==> src/rtl/plot_arbiter.sv <==
// plot_arbiter: round-robin serialiser of lane pixel writes onto the single
// vga_adapter plot port, with an on-demand full-screen clear sweep.
module plot_arbiter #(
    parameter int         NUM_REQ   = 4,
    parameter int         X_MAX     = 159,
    parameter int         Y_MAX     = 119,
    parameter logic [2:0] BG_COLOUR = 3'b000
) (
    input  logic                   clk,
    input  logic                   resetn,
    input  logic [NUM_REQ-1:0]     req,
    input  logic [8*NUM_REQ-1:0]   x_in,
    input  logic [7*NUM_REQ-1:0]   y_in,
    input  logic [3*NUM_REQ-1:0]   colour_in,
    output logic [NUM_REQ-1:0]     grant,
    input  logic                   clear_req,
    output logic                   clear_busy,
    output logic [7:0]             x,
    output logic [6:0]             y,
    output logic [2:0]             colour,
    output logic                   plot
);

    localparam int         PW    = (NUM_REQ > 1) ? $clog2(NUM_REQ) : 1;
    localparam logic [7:0] XMAX8 = 8'(X_MAX);
    localparam logic [6:0] YMAX7 = 7'(Y_MAX);

    typedef enum logic {ARB, CLEAR} state_t;

    state_t          state_q;
    logic [PW-1:0]   rr_ptr_q;
    logic [PW-1:0]   rr_ptr_d;
    logic [7:0]      cx_q;
    logic [6:0]      cy_q;
    logic            done_q;
    logic [7:0]      x_q;
    logic [6:0]      y_q;
    logic [2:0]      colour_q;
    logic            plot_q;
    logic            busy_q;

    logic            grantValid;
    logic [PW-1:0]   grantIdx;
    logic [PW-1:0]   sel;
    logic [7:0]      selX;
    logic [6:0]      selY;
    logic [2:0]      selC;
    logic            inRange;

    // Pick the first requesting lane starting at the round-robin pointer;
    // nothing is granted in reset, during a sweep, or when a clear is requested.
    always_comb begin
        grantValid = 1'b0;
        grantIdx   = '0;
        sel        = '0;
        grant      = '0;
        if (resetn && state_q == ARB && !clear_req) begin
            for (int k = 0; k < NUM_REQ; k++) begin
                sel = PW'((int'(rr_ptr_q) + k) % NUM_REQ);
                if (!grantValid && req[sel]) begin
                    grantValid = 1'b1;
                    grantIdx   = sel;
                end
            end
        end
        if (grantValid) begin
            grant[grantIdx] = 1'b1;
        end
        selX     = x_in[8*grantIdx +: 8];
        selY     = y_in[7*grantIdx +: 7];
        selC     = colour_in[3*grantIdx +: 3];
        inRange  = (selX <= XMAX8) && (selY <= YMAX7);
        rr_ptr_d = (grantIdx == PW'(NUM_REQ - 1)) ? '0 : grantIdx + PW'(1);
    end

    // Arbitration/sweep state machine; every output to the adapter is registered here.
    always_ff @(posedge clk) begin
        if (!resetn) begin
            state_q  <= ARB;
            rr_ptr_q <= '0;
            cx_q     <= '0;
            cy_q     <= '0;
            done_q   <= 1'b0;
            x_q      <= '0;
            y_q      <= '0;
            colour_q <= '0;
            plot_q   <= 1'b0;
            busy_q   <= 1'b0;
        end else begin
            case (state_q)
                ARB: begin
                    if (clear_req) begin
                        state_q <= CLEAR;
                        busy_q  <= 1'b1;
                        cx_q    <= '0;
                        cy_q    <= '0;
                        done_q  <= 1'b0;
                        plot_q  <= 1'b0;
                    end else if (grantValid) begin
                        rr_ptr_q <= rr_ptr_d;
                        if (inRange) begin
                            x_q      <= selX;
                            y_q      <= selY;
                            colour_q <= selC;
                            plot_q   <= 1'b1;
                        end else begin
                            plot_q   <= 1'b0;
                        end
                    end else begin
                        plot_q <= 1'b0;
                    end
                end
                CLEAR: begin
                    if (done_q) begin
                        state_q <= ARB;
                        busy_q  <= 1'b0;
                        plot_q  <= 1'b0;
                        done_q  <= 1'b0;
                    end else begin
                        x_q      <= cx_q;
                        y_q      <= cy_q;
                        colour_q <= BG_COLOUR;
                        plot_q   <= 1'b1;
                        if (cx_q == XMAX8) begin
                            cx_q <= '0;
                            if (cy_q == YMAX7) begin
                                done_q <= 1'b1;
                            end else begin
                                cy_q <= cy_q + 7'd1;
                            end
                        end else begin
                            cx_q <= cx_q + 8'd1;
                        end
                    end
                end
                default: state_q <= ARB;
            endcase
        end
    end

    assign x          = x_q;
    assign y          = y_q;
    assign colour     = colour_q;
    assign plot       = plot_q;
    assign clear_busy = busy_q;

endmodule

==> config.mk <==
export PLATFORM = sky130hd
export DESIGN_NAME = plot_arbiter
export DESIGN_NICKNAME = d
export VERILOG_FILES = /design/src/rtl/plot_arbiter.sv
export SDC_FILE = /design/constraint.sdc
export NUM_CORES = 1
export LEC_CHECK = 0
export ABC_CLOCK_PERIOD_IN_PS = 7550
export CAP_MARGIN = 20
export CELL_PAD_IN_SITES_DETAIL_PLACEMENT = 1
export CELL_PAD_IN_SITES_GLOBAL_PLACEMENT = 1
export CORE_ASPECT_RATIO = 1.5
export CORE_MARGIN = 2
export CORE_UTILIZATION = 34
export CTS_CLUSTER_SIZE = 40
export DETAILED_ROUTE_END_ITERATION = 8
export HOLD_SLACK_MARGIN = 0.08
export PLACE_DENSITY = 0.95
export SLEW_MARGIN = 20
export SYNTH_ARGS = -nofsm -noshare
export SYNTH_HDL_FRONTEND = slang
export SYNTH_SLANG_ARGS = --single-unit
==> constraint.sdc <==
create_clock -name clk -period 7.55 [get_ports clk]
set_input_delay 1.51 -clock clk [delete_from_list [all_inputs] [get_ports clk]]
set_output_delay 1.51 -clock clk [all_outputs]
set_load 0.05 [all_outputs]
==> results of run 1 <==
kinds of logic (layout without fill, tap and decap cells):
group / Yosys count / in the layout
adders and majority gates: 6 / 6
DFF: 39 / 39
xor gates and xnor gates: 9 / 9
muxes: 62 / 62
buffers and inverters: 20 / 117
AOI/OAI and AO/OA: 39 / 39
and+or+nand+nor: 120 / 120
layer usage:
| layer | vias to the layer above | GRT usage (%) | part of all wire (%) |
|---|---|---|---|
| met5 | - | 0 | 0 |
| met4 | 0 | 9.01 | 3.8 |
| met3 | 23 | 3.73 | 4.5 |
| met2 | 73 | 42.6 | 55 |
| met1 | 1247 | 23.3 | 36 |
| li1 | 1227 | - | - |
state kept, by name, indices dropped and copies added, names as in the netlist:
signal	flops
colour	3
done_q	1
cx_q	8
state_q	1
cy_q	7
rr_ptr_q	2
clear_busy	1
plot	1
y	7
x	8
critical path: stages:
cell	delay, ns
clkdlybuf4s50_1	0.53
or4_1	0.54
and3_1	0.33
nor3b_2	0.23
buf_4	0.21
inv_1	0.22
ha_1	0.18
and2_1	0.12
clkdlybuf4s50_1	0.80
layout make-up:
class | count | area, um^2 | share of cell area, %
clock inverter | 2 | 60.1 | 1.58
sequential | 39 | 781 | 20.5
tap | 100 | 125 | 3.29
timing repair buffer | 107 | 1060 | 27.8
multi-input combinational | 236 | 1700 | 44.7
inverter | 2 | 7.51 | 0.197
clock buffer | 6 | 72.6 | 1.91
worst paths after layout:
kind                                           to  slack (ns)                from
worst max-delay path                     grant[2]        1.38              req[0]
worst min-delay path            x[5]$_SDFFE_PN0P_        0.47   x[5]$_SDFFE_PN0P_
worst max register to register  x[2]$_SDFFE_PN0P_        3.84  state_q$_SDFF_PN0_
worst min register to register  x[5]$_SDFFE_PN0P_        0.47   x[5]$_SDFFE_PN0P_
power by group:
group          switching (uW)  internal (uW)  total, uW  leakage, uW
Sequential               8.08            217        225     0.000318
Clock                    77.4            132        210    0.0000654
Combinational            98.6           86.6        185      0.00102
Total                     184            436        620      0.00141
cells in the mapped netlist (all sizes together), types with 7 or more instances:
cell type,instances,area [um^2]
a21oi,8,40.0
buf,7,62.6
clkbuf,11,41.3
dfxtp,39,781
mux2,13,146
mux2i,45,450
nand2,52,195
nand2b,10,62.6
nand3,8,40.0
nor2,17,63.8
nor2b,10,62.6
o21ai,16,80.1
xor2,7,61.3
metrics by stage:
| step | instance area (um^2) | hold WS [ns] |
|---|---|---|
| floorplan | 2580 | 0.480 |
| global placement | 3670 | 0.444 |
| detailed placement | 3670 | 0.463 |
| CTS | 3800 | 0.474 |
| global route | 3800 | 0.490 |
| finish | 3800 | 0.467 |
==> impl_metrics.yaml, run 1 <==
run_status:
  outcome: "completed"
critical_path:
  cp.arrival_ns: 4.66
  path_class: "in -> out"
  cp.required_ns: 6.04
  cp_max_fo: 11
  start_kind: "input port"
  worstRegToRegCells: 9
  end_kind: "output pin"
sta:
  grt_setup_unrepaired: "no"
  maxSlewHeadroom_pct: 46.6
  clock_skew_ns: 0.00465
  setup_viol: 0
  slew_violations: 0
  layout_min_cycle_time_ns: 6.17
  finalHoldViolCount: 0
  worst-slew-pin-transition_ns: 0.801
  worst_slack_ns: 1.38
  fin_crit_sh_pct: 81.8
  fmax_mhz: 162
  fin_setup_tns_ns: 0
floorplan:
  die_x_um: 75.2
  fp.dieH_um: 111
  rows: 38
  start_util_pct: 35.3
  core_region_area_um2: 7320
  die_area_um2: 8330
  io-pin-count: 103
cts:
  clock_latency_ns: 0.29
  clock_path_buffers: 2
  cts_max_level: 2
  cts_root_buf: "clkbuf_8"
  post_cts_resized: 0
  clkTransAtPathRegs_ns: 0.08
  cts_tree: "done"
  numCtsBuffers: 5
  hold_buffers: 0
  cts_sinks: 39
  postCtsSetupRepairBufs: 0
yosys:
  async_flop_share_pct: 0
  ys_seq_area_share_pct: 30.2
  synth_flop_cell: "dfxtp_1"
  synth_compound_area_share_pct: 9.93
  avgSynthCellArea_um2: 8.76
  synth_top_family_by_area: "multiplexers"
  synthMuxAreaShare_pct: 26.6
  netlist_area_um2: 2580
  ys_types: 45
  synthXorXnorAreaFrac_pct: 3.05
  synthSimpleGateAreaFrac_pct: 23.0
  synth_adder_area_share_pct: 2.91
  synth_edf_count: 0
  synth_cells: 295
  synth-seq-cells: 39
  synthesis.yosys.warnings: 0
  synth_fp_nets: 380
hold_path:
  hold_depth: 2
  hold_path.class: "reg -> reg"
drt:
  detail_route.wl_per_cell_um: 19.1
  viasPerCell: 5.22
  drt_iter0_markers: 116
  drc: 0
  drt-total-wl_mm: 9.42
  drtAntennaViolNets: 0
  drt-pass1-iter-count: 4
  vias: 2570
cells_and_area:
  fill_cells: 866
  final_nets: 476
  area_delta_synth_final_pct: 47.2
  finalNonFillerCells: 492
  drive_gt1_share_pct: 8.93
  antenna_cells: 0
  final_common_cell: "clkdlybuf4s50_1"
  final_cell_mix: "102 x clkdlybuf4s50_1, 52 x nand2_1, 45 x mux2i_1, 39 x dfxtp_1, 17 x nor2_1"
  final_util_pct: 51.9
place:
  dpl_worst_slack_ns: 1.38
  routabilityCongestion: 0.796
  dp_hpwl_mm: 7.28
  portBuffers: 102
  dp_cells: 484
global_route:
  grt_pass1_vias: 2789
  grt.overflow.total: 0
  grt_first_pass_wirelength_mm: 14.3
  antenna_found_initial: 0
  grt_usage_pct: 22.6
  grt_max_degree: 49
flow_run:
  max_cap_viol_count: 0
pwr:
  p_leak_uw: 0.00141
  fin_total_pwr_uw: 620
  peakVddDrop_mv: 0.0710
  power.density_nw_per_um2: 163
Note: power is estimated with default switching activity, not from simulation.
==> run 2, diff against run 1 <==
- ABC_CLOCK_PERIOD_IN_PS: 7550 -> 6400
- CORE_UTILIZATION: 34 -> 32
- PLACE_DENSITY: 0.95 -> 0.93
- clock period: 7.55 -> 6.4 ns (I/O delays scaled with it)
==> impl_metrics.yaml, run 2 (same netlist as run 1, synthesis figures left out) <==
place:
  routabilityCongestion: 0.809
  dp_hpwl_mm: 6.82
  dpl_worst_slack_ns: 1.16
  portBuffers: 102
critical_path:
  startpoint: "resetn"
  r2r_slack_ns: 3.16
  worstReg2RegStart: "state_q$_SDFF_PN0_"
  start_kind: "input port"
  cp_max_fo: 48
  end_kind: "output pin"
  path_cells: "clkdlybuf4s50_1 > buf_4 > and3_1 > nor3b_2 > buf_4 > inv_1 > ha_1 > and2_1 > buf_4"
  cp_slowest_cell: "and3_1"
  path_class: "in -> out"
  cp.required_ns: 5.12
  worstSetupEndpoint: "grant[2]"
  cp.arrival_ns: 3.97
  worstRegToRegCells: 8
  path_common_cell: "buf_4"
  slowest_delay_ns: 0.47
  rr_endpoint: "plot$_SDFF_PN0_"
drt:
  vias: 2511
  drt_iter0_markers: 69
  drt-pass1-iter-count: 4
  drc: 0
  detail_route.wl_per_cell_um: 17.8
  drt-total-wl_mm: 8.83
  viasPerCell: 5.06
  drtAntennaViolNets: 0
sta:
  finalHoldViolCount: 0
  grt_setup_unrepaired: "no"
  worst-slew-pin-transition_ns: 0.773
  maxSlewHeadroom_pct: 48.4
  fmax_mhz: 191
  layout_min_cycle_time_ns: 5.25
  holdWs_ns: 0.464
  worst_slack_ns: 1.15
  fin_setup_tns_ns: 0
  slew_violations: 0
  setup_viol: 0
  fin_crit_sh_pct: 82.0
  clock_skew_ns: 0.00668
cells_and_area:
  fill_cells: 940
  area_delta_synth_final_pct: 49.3
  final_common_cell: "clkdlybuf4s50_1"
  final_util_pct: 48.8
  final_cell_mix: "98 x clkdlybuf4s50_1, 52 x nand2_1, 45 x mux2i_1, 39 x dfxtp_1, 17 x nor2_1"
  drive_gt1_share_pct: 9.97
  multi_input_comb_area_um2: 1700
  antenna_cells: 0
  regArea_um2: 781
  final_nets: 475
global_route:
  grt_first_pass_wirelength_mm: 13.8
  grt_usage_pct: 19.9
  grt_pass1_vias: 2699
  antenna_found_initial: 0
  grt.overflow.total: 0
  grt_max_degree: 49
cts:
  post_cts_resized: 0
  cts_tree: "done"
  clkTransAtPathRegs_ns: 0.06
  cts_sinks: 39
  clock_path_buffers: 2
  cts_root_buf: "clkbuf_16"
  numCtsBuffers: 5
  postCtsSetupRepairBufs: 0
  cts_max_level: 2
  clock_latency_ns: 0.29
  hold_buffers: 0
floorplan:
  start_util_pct: 32.7
  core_region_area_um2: 7910
  die_x_um: 77.4
  rows: 40
  io-pin-count: 103
  die_area_um2: 8820
  fp.dieH_um: 114
pwr:
  p_leak_uw: 0.00144
  power.density_nw_per_um2: 201
  peakVddDrop_mv: 0.110
flow_run:
  max_cap_viol_count: 0
run_status:
  outcome: "completed"
hold_path:
  hold_path.class: "reg -> reg"
## run 2: changes by cell type in the layout (fill, tap and decap cells not counted)
cell | previous run | this run
clkbuf_16 | 0 | 5
clkbuf_8 | 5 | 1
clkdlybuf4s50_1 | 102 | 98
buf_12 | 0 | 2
buf_4 | 5 | 6
bufinv_16 | 2 | 1
clkbuf_1 | 1 | 0
clkinv_2 | 0 | 1
## run 2: final cells by class
class,instances,share of cell area (%)
multi-input cells,236,44.0
inverters,2,0.195
flip-flops and latches,39,20.2
clock buffers,6,3.60
repair buffers,106,27.6
well taps,105,3.41
clock inverters,2,0.908
## run 2: stage by stage
stage	cells	total power (uW)	area, um^2
floorplan	295	390	2580
detailed placement	488	485	3680
global placement	488	477	3680
finish	496	776	3860
CTS	496	780	3860
global route	496	805	3860
## run 2: worst min path at each step
stage / start / end / depth (start not counted)
after detailed placement: x[2]$_SDFFE_PN0P_ / x[2]$_SDFFE_PN0P_ / 2
after global placement: y[3]$_SDFFE_PN0P_ / y[3]$_SDFFE_PN0P_ / 2
final: x[2]$_SDFFE_PN0P_ / x[2]$_SDFFE_PN0P_ / 2
after CTS: x[2]$_SDFFE_PN0P_ / x[2]$_SDFFE_PN0P_ / 2
after floorplan: cy_q[1]$_SDFFE_PN0P_ / cy_q[1]$_SDFFE_PN0P_ / 2
after global routing: x[2]$_SDFFE_PN0P_ / x[2]$_SDFFE_PN0P_ / 2
## run 2: per-layer routing
metal | up-vias | share of wire (%) | track usage (%)
met4 | 0 | 2.3 | 5.95
met2 | 62 | 57 | 40.7
li1 | 1225 | - | -
met5 | - | 0 | 0
met1 | 1213 | 37 | 19.9
met3 | 11 | 3.8 | 3.31
## run 2: power by group
part | leakage [uW] | internal, uW | switching [uW]
Combinational | 0.00103 | 102 | 112
Sequential | 0.000318 | 256 | 9.70
Clock | 0.0000868 | 194 | 102
## run 2: critical path: cells and delay by family
family	cells	cell delay [ns]
fa+ha+maj	1	0.24
simple gates	3	0.86
buf+inv	5	1.57
==> run 3, diff against run 2 <==
- ABC_CLOCK_PERIOD_IN_PS: 6400 -> 4460
- CORE_UTILIZATION: 32 -> 28
- PLACE_DENSITY: 0.93 -> 0.87
- clock period: 6.4 -> 4.46 ns (I/O delays scaled with it)
==> impl_metrics.yaml, run 3 (same netlist as run 1, synthesis figures left out) <==
run_status:
  outcome: "completed"
drt:
  drc: 0
  top_layer: "met4"
  wl_met2_mm: 4.90
  wl_met1_mm: 3.39
  drtAntennaViolNets: 0
  detail_route.wl_per_cell_um: 17.5
  vias: 2524
  viasPerCell: 4.99
  wl_met3_um: 345
  drt-pass1-iter-count: 4
  drt_iter0_markers: 90
  drt-total-wl_mm: 8.83
pwr:
  p_comb_share_pct: 28.2
  seqPwrFrac_pct: 34.0
  peakVddDrop_mv: 0.130
  clockPowerShare_pct: 37.7
  fin_total_pwr_uw: 1120
  internal-power_uw: 798
  p_leak_uw: 0.00147
  power.density_nw_per_um2: 285
  switching_share_pct: 28.7
  p_sw_uw: 321
critical_path:
  cp.required_ns: 3.57
  worstRegToRegCells: 9
  r2r_slack_ns: 1.38
  rr_endpoint: "y[3]$_SDFFE_PN0P_"
  worstReg2RegStart: "rr_ptr_q[1]$_SDFFE_PN0P_"
  slowest_delay_ns: 0.62
  cp_slowest_cell: "clkdlybuf4s50_1"
  path_class: "in -> out"
  cp.arrival_ns: 3.25
  cp_max_fo: 11
  path_cells: "clkdlybuf4s50_1 > or4_1 > and3_1 > nor3b_4 > inv_1 > ha_1 > and2_1 > buf_4"
  end_kind: "output pin"
  start_kind: "input port"
cts:
  cts_tree: "done"
  cts_max_level: 2
  clock_path_buffers: 2
  cts_root_buf: "clkbuf_16"
  cts_sinks: 39
  clkTransAtPathRegs_ns: 0.06
  numCtsBuffers: 5
  hold_buffers: 0
  clock_latency_ns: 0.28
global_route:
  grt_pass1_vias: 2694
  antenna_found_initial: 0
  grt_first_pass_wirelength_mm: 13.6
  grt.overflow.total: 0
  grt_max_degree: 48
  grt_usage_pct: 17.7
sta:
  layout_min_cycle_time_ns: 4.14
  slew_violations: 0
  maxSlewHeadroom_pct: 58.1
  fin_setup_tns_ns: 0
  fin_crit_sh_pct: 92.8
  worst_slack_ns: 0.321
  worst-slew-pin-transition_ns: 0.621
  clock_skew_ns: 0.00498
  finalHoldViolCount: 0
  holdWs_ns: 0.465
  setup_viol: 0
  fmax_mhz: 242
  grt_setup_unrepaired: "no"
cells_and_area:
  fill_cells: 1029
  area_delta_synth_final_pct: 51.7
  antenna_cells: 0
  final_cell_mix: "98 x clkdlybuf4s50_1, 52 x nand2_1, 45 x mux2i_1, 39 x dfxtp_1, 17 x nor2_1"
  finalNonFillerCells: 506
  final_nets: 480
  drive_gt1_share_pct: 11.1
  final_common_cell: "clkdlybuf4s50_1"
place:
  portBuffers: 102
  dp_cells: 498
  routabilityCongestion: 0.762
  dpl_worst_slack_ns: 0.0754
  dp_hpwl_mm: 6.91
flow_run:
  max_cap_viol_count: 0
floorplan:
  start_util_pct: 29.1
  die_x_um: 82.4
  die_area_um2: 10000
  core_region_area_um2: 8880
  io-pin-count: 103
  fp.dieH_um: 122
  rows: 42
hold_path:
  min_from: "x[2]$_SDFFE_PN0P_"
  hold_path.class: "reg -> reg"
  min_to: "x[2]$_SDFFE_PN0P_"
  hold_depth: 2
[run 3: timing repair]
action | CTS | global route
endpoints found under the setup margin | 0 | 2
setup buffers | 0 | 0
gates resized for setup | 0 | 1
hold endpoints to repair | 0 | 0
[run 3: power groups by stage]
| stage | combinational, uW | clock, uW | sequential, uW |
|---|---|---|---|
| 6_report | 316 | 422 | 381 |
| 5_1_grt | 336 | 440 | 384 |
| 4_1_cts | 317 | 425 | 381 |
| 3_5_place_dp | 314 | 0 | 389 |
| 3_3_place_gp | 307 | 0 | 388 |
| 2_1_floorplan | 122 | 0 | 438 |
[run 3: area by class of cell]
class                      count  area (um^2)  share of cell area (%)
tap                          110          138                    3.51
clock buffer                   6          139                    3.54
sequential                    39          781                    19.9
clock inverter                 2         35.0                   0.894
multi-input combinational    236         1700                    43.5
timing repair buffer         111         1120                    28.5
inverter                       2         7.51                   0.192
[run 3: stage by stage]
step	instance area, um^2	utilization, %
detailed placement	3740	42.1
global route	3920	44.1
CTS	3910	44.1
global placement	3740	42.1
finish	3920	44.1
floorplan	2580	-
[run 3: how the worst max path moves through the flow]
stage,start,end,slack (ns),cells past startpoint
4_1_cts,req[0],grant[2],0.07,8
3_5_place_dp,req[0],grant[2],0.08,8
5_1_grt,req[0],grant[2],0.14,8
6_report,req[0],grant[2],0.32,8
3_3_place_gp,req[0],grant[2],0.23,8
2_1_floorplan,req[1],grant[1],0.84,8
[run 3: metal layers]
metal  global-route usage (%)  up-vias
met5                        0        -
met1                     19.3     1223
met3                     2.89       14
met2                     33.5       56
met4                     5.31        0
li1                         -     1231
[run 3: critical path, delay by kind of cell]
| kind | cells | cell delay, ns |
|---|---|---|
| buffers and inverters | 3 | 1.07 |
| adders and majority gates | 1 | 0.27 |
| and+or+nand+nor | 4 | 1.01 |
==> RTL edit (config.mk and constraints of run 1) <==
Make the reset (`resetn`) asynchronous in one clocked block.
--- a/src/rtl/plot_arbiter.sv
+++ b/src/rtl/plot_arbiter.sv
@@ -74,7 +74,7 @@
     end
 
     // Arbitration/sweep state machine; every output to the adapter is registered here.
-    always_ff @(posedge clk) begin
+    always_ff @(posedge clk or negedge resetn) begin
         if (!resetn) begin
             state_q  <= ARB;
             rr_ptr_q <= '0;
Check against the original RTL: differs if resetn is asserted again (counterexample within 4 cycles, from zero or initial values and one cycle with resetn low); with resetn held inactive, the same outputs for 4 cycles.
==> RTL edit against run 1 <==
  * Non-clock buffer count fell by 2
  * Die area rose by 2.6%
  * Worst setup slack improved by 0.15 ns
  * Wire length rose by 3.6%
  * Critical path depth rose by 1
  * Synthesized area rose by 2.8%
  * Power rose by 31%
  * Sequential cell count did not move
  * Cell area rose by 3.0%
  * Core utilization fell by 0.48 points
  * Highest routed layer unchanged
==> RTL edit: results (changes against run 1) <==
| Metric | Value |
|---|---|
| Synth area leaders | `dfrtp_1 37%, mux2i_1 8.7%, mux2_2 8.5%` |
| Vias per cell | `5.51 (+5.4%)` |
| Synth Area in Adders | `2.83% (-0.078 points)` |
| RePlAce Congestion | `0.836 (+5.1%)` |
| Hold slack | `0.506 ns (+0.0387 ns)` |
| CP Max Fanout | `27 (+16)` |
| Metal-1 WL | `3560 microns (+4.1%)` |
| Met1 Usage GRT | `24.6% (+1.3 points)` |
| GRT Resource Usage Total | `22.9% (+0.35 points)` |
| Outcome | `finished clean` |
| HP Start | `y[2]$_DFFE_PN0P_` |
| Synth unique cells | `51 (+13%)` |
| Hold Crit Endpoint | `y[2]$_DFFE_PN0P_` |
| FF-to-FF Start | `state_q$_DFF_PN0_` |
| Layout cells sized above 1 | `13.8% (+4.9 points)` |
| P_leak | `1.56 nW (+11%)` |
| Vias in the first global route | `2,852 (+2.3%)` |
| Post-synth ARST share | `100% (+100 points)` |
| FF-to-FF End | `y[3]$_DFFE_PN0P_` |
| Iter 0 DRT Violations | `176 (+52%)` |
| Register area share after synthesis | `36.8% (+6.5 points)` |
| Met2 Resource Use GR | `43.2% (+0.64 points)` |
| Pwr dens | `207 mW/mm^2 (+27%)` |
| First-pass GRT wire length | `15,500 microns (+8.0%)` |
| Worst path arrival time | `4.52 ns (-0.14 ns)` |
| Synth Area in Compound Gates | `15.8% (+5.9 points)` |
| Xor and xnor area share after synthesis | `3.30% (+0.25 points)` |
| Top cell types by occurrence after synthesis | `39 x dfrtp_1, 23 x mux2i_1, 21 x nor2_1` |
| Maximum vdd drop | `98.4 uV (+38%)` |
| Filler Cells Inserted | `860 (-0.69%)` |
| Syn_nets | `346 (-8.9%)` |
| Area after DPL | `0.00377 sq mm (+2.8%)` |
| DP Worst Slack | `1.52 ns (+0.138 ns)` |
[RTL edit: cell types whose count changed after synthesis, sizes merged, moves of 8 or more]
cell	delta
nor2b	-9
nand2b	-9
dfrtp	+39
o22ai	+12
dfxtp	-39
a21oi	+8
mux2i	-22
mux2	+21
nand2	-36
[RTL edit: cell type report]
type	count	share of cell area, %
multi-input cells	201	40.7
clock buffers	5	3.19
well taps	102	3.26
flip-flops and latches	39	24.9
clock inverters	3	0.511
inverters	9	0.863
repair buffers	105	26.5
[RTL edit: worst max path at each step]
stage	startpoint	endpoint	slack (ns)	cells after the start
6_report	clear_req	grant[3]	1.52	10
5_1_grt	clear_req	grant[3]	1.35	10
4_1_cts	clear_req	grant[3]	1.51	10
3_5_place_dp	clear_req	grant[3]	1.52	10
3_3_place_gp	clear_req	grant[3]	1.69	10
2_1_floorplan	req[0]	grant[2]	2.51	8
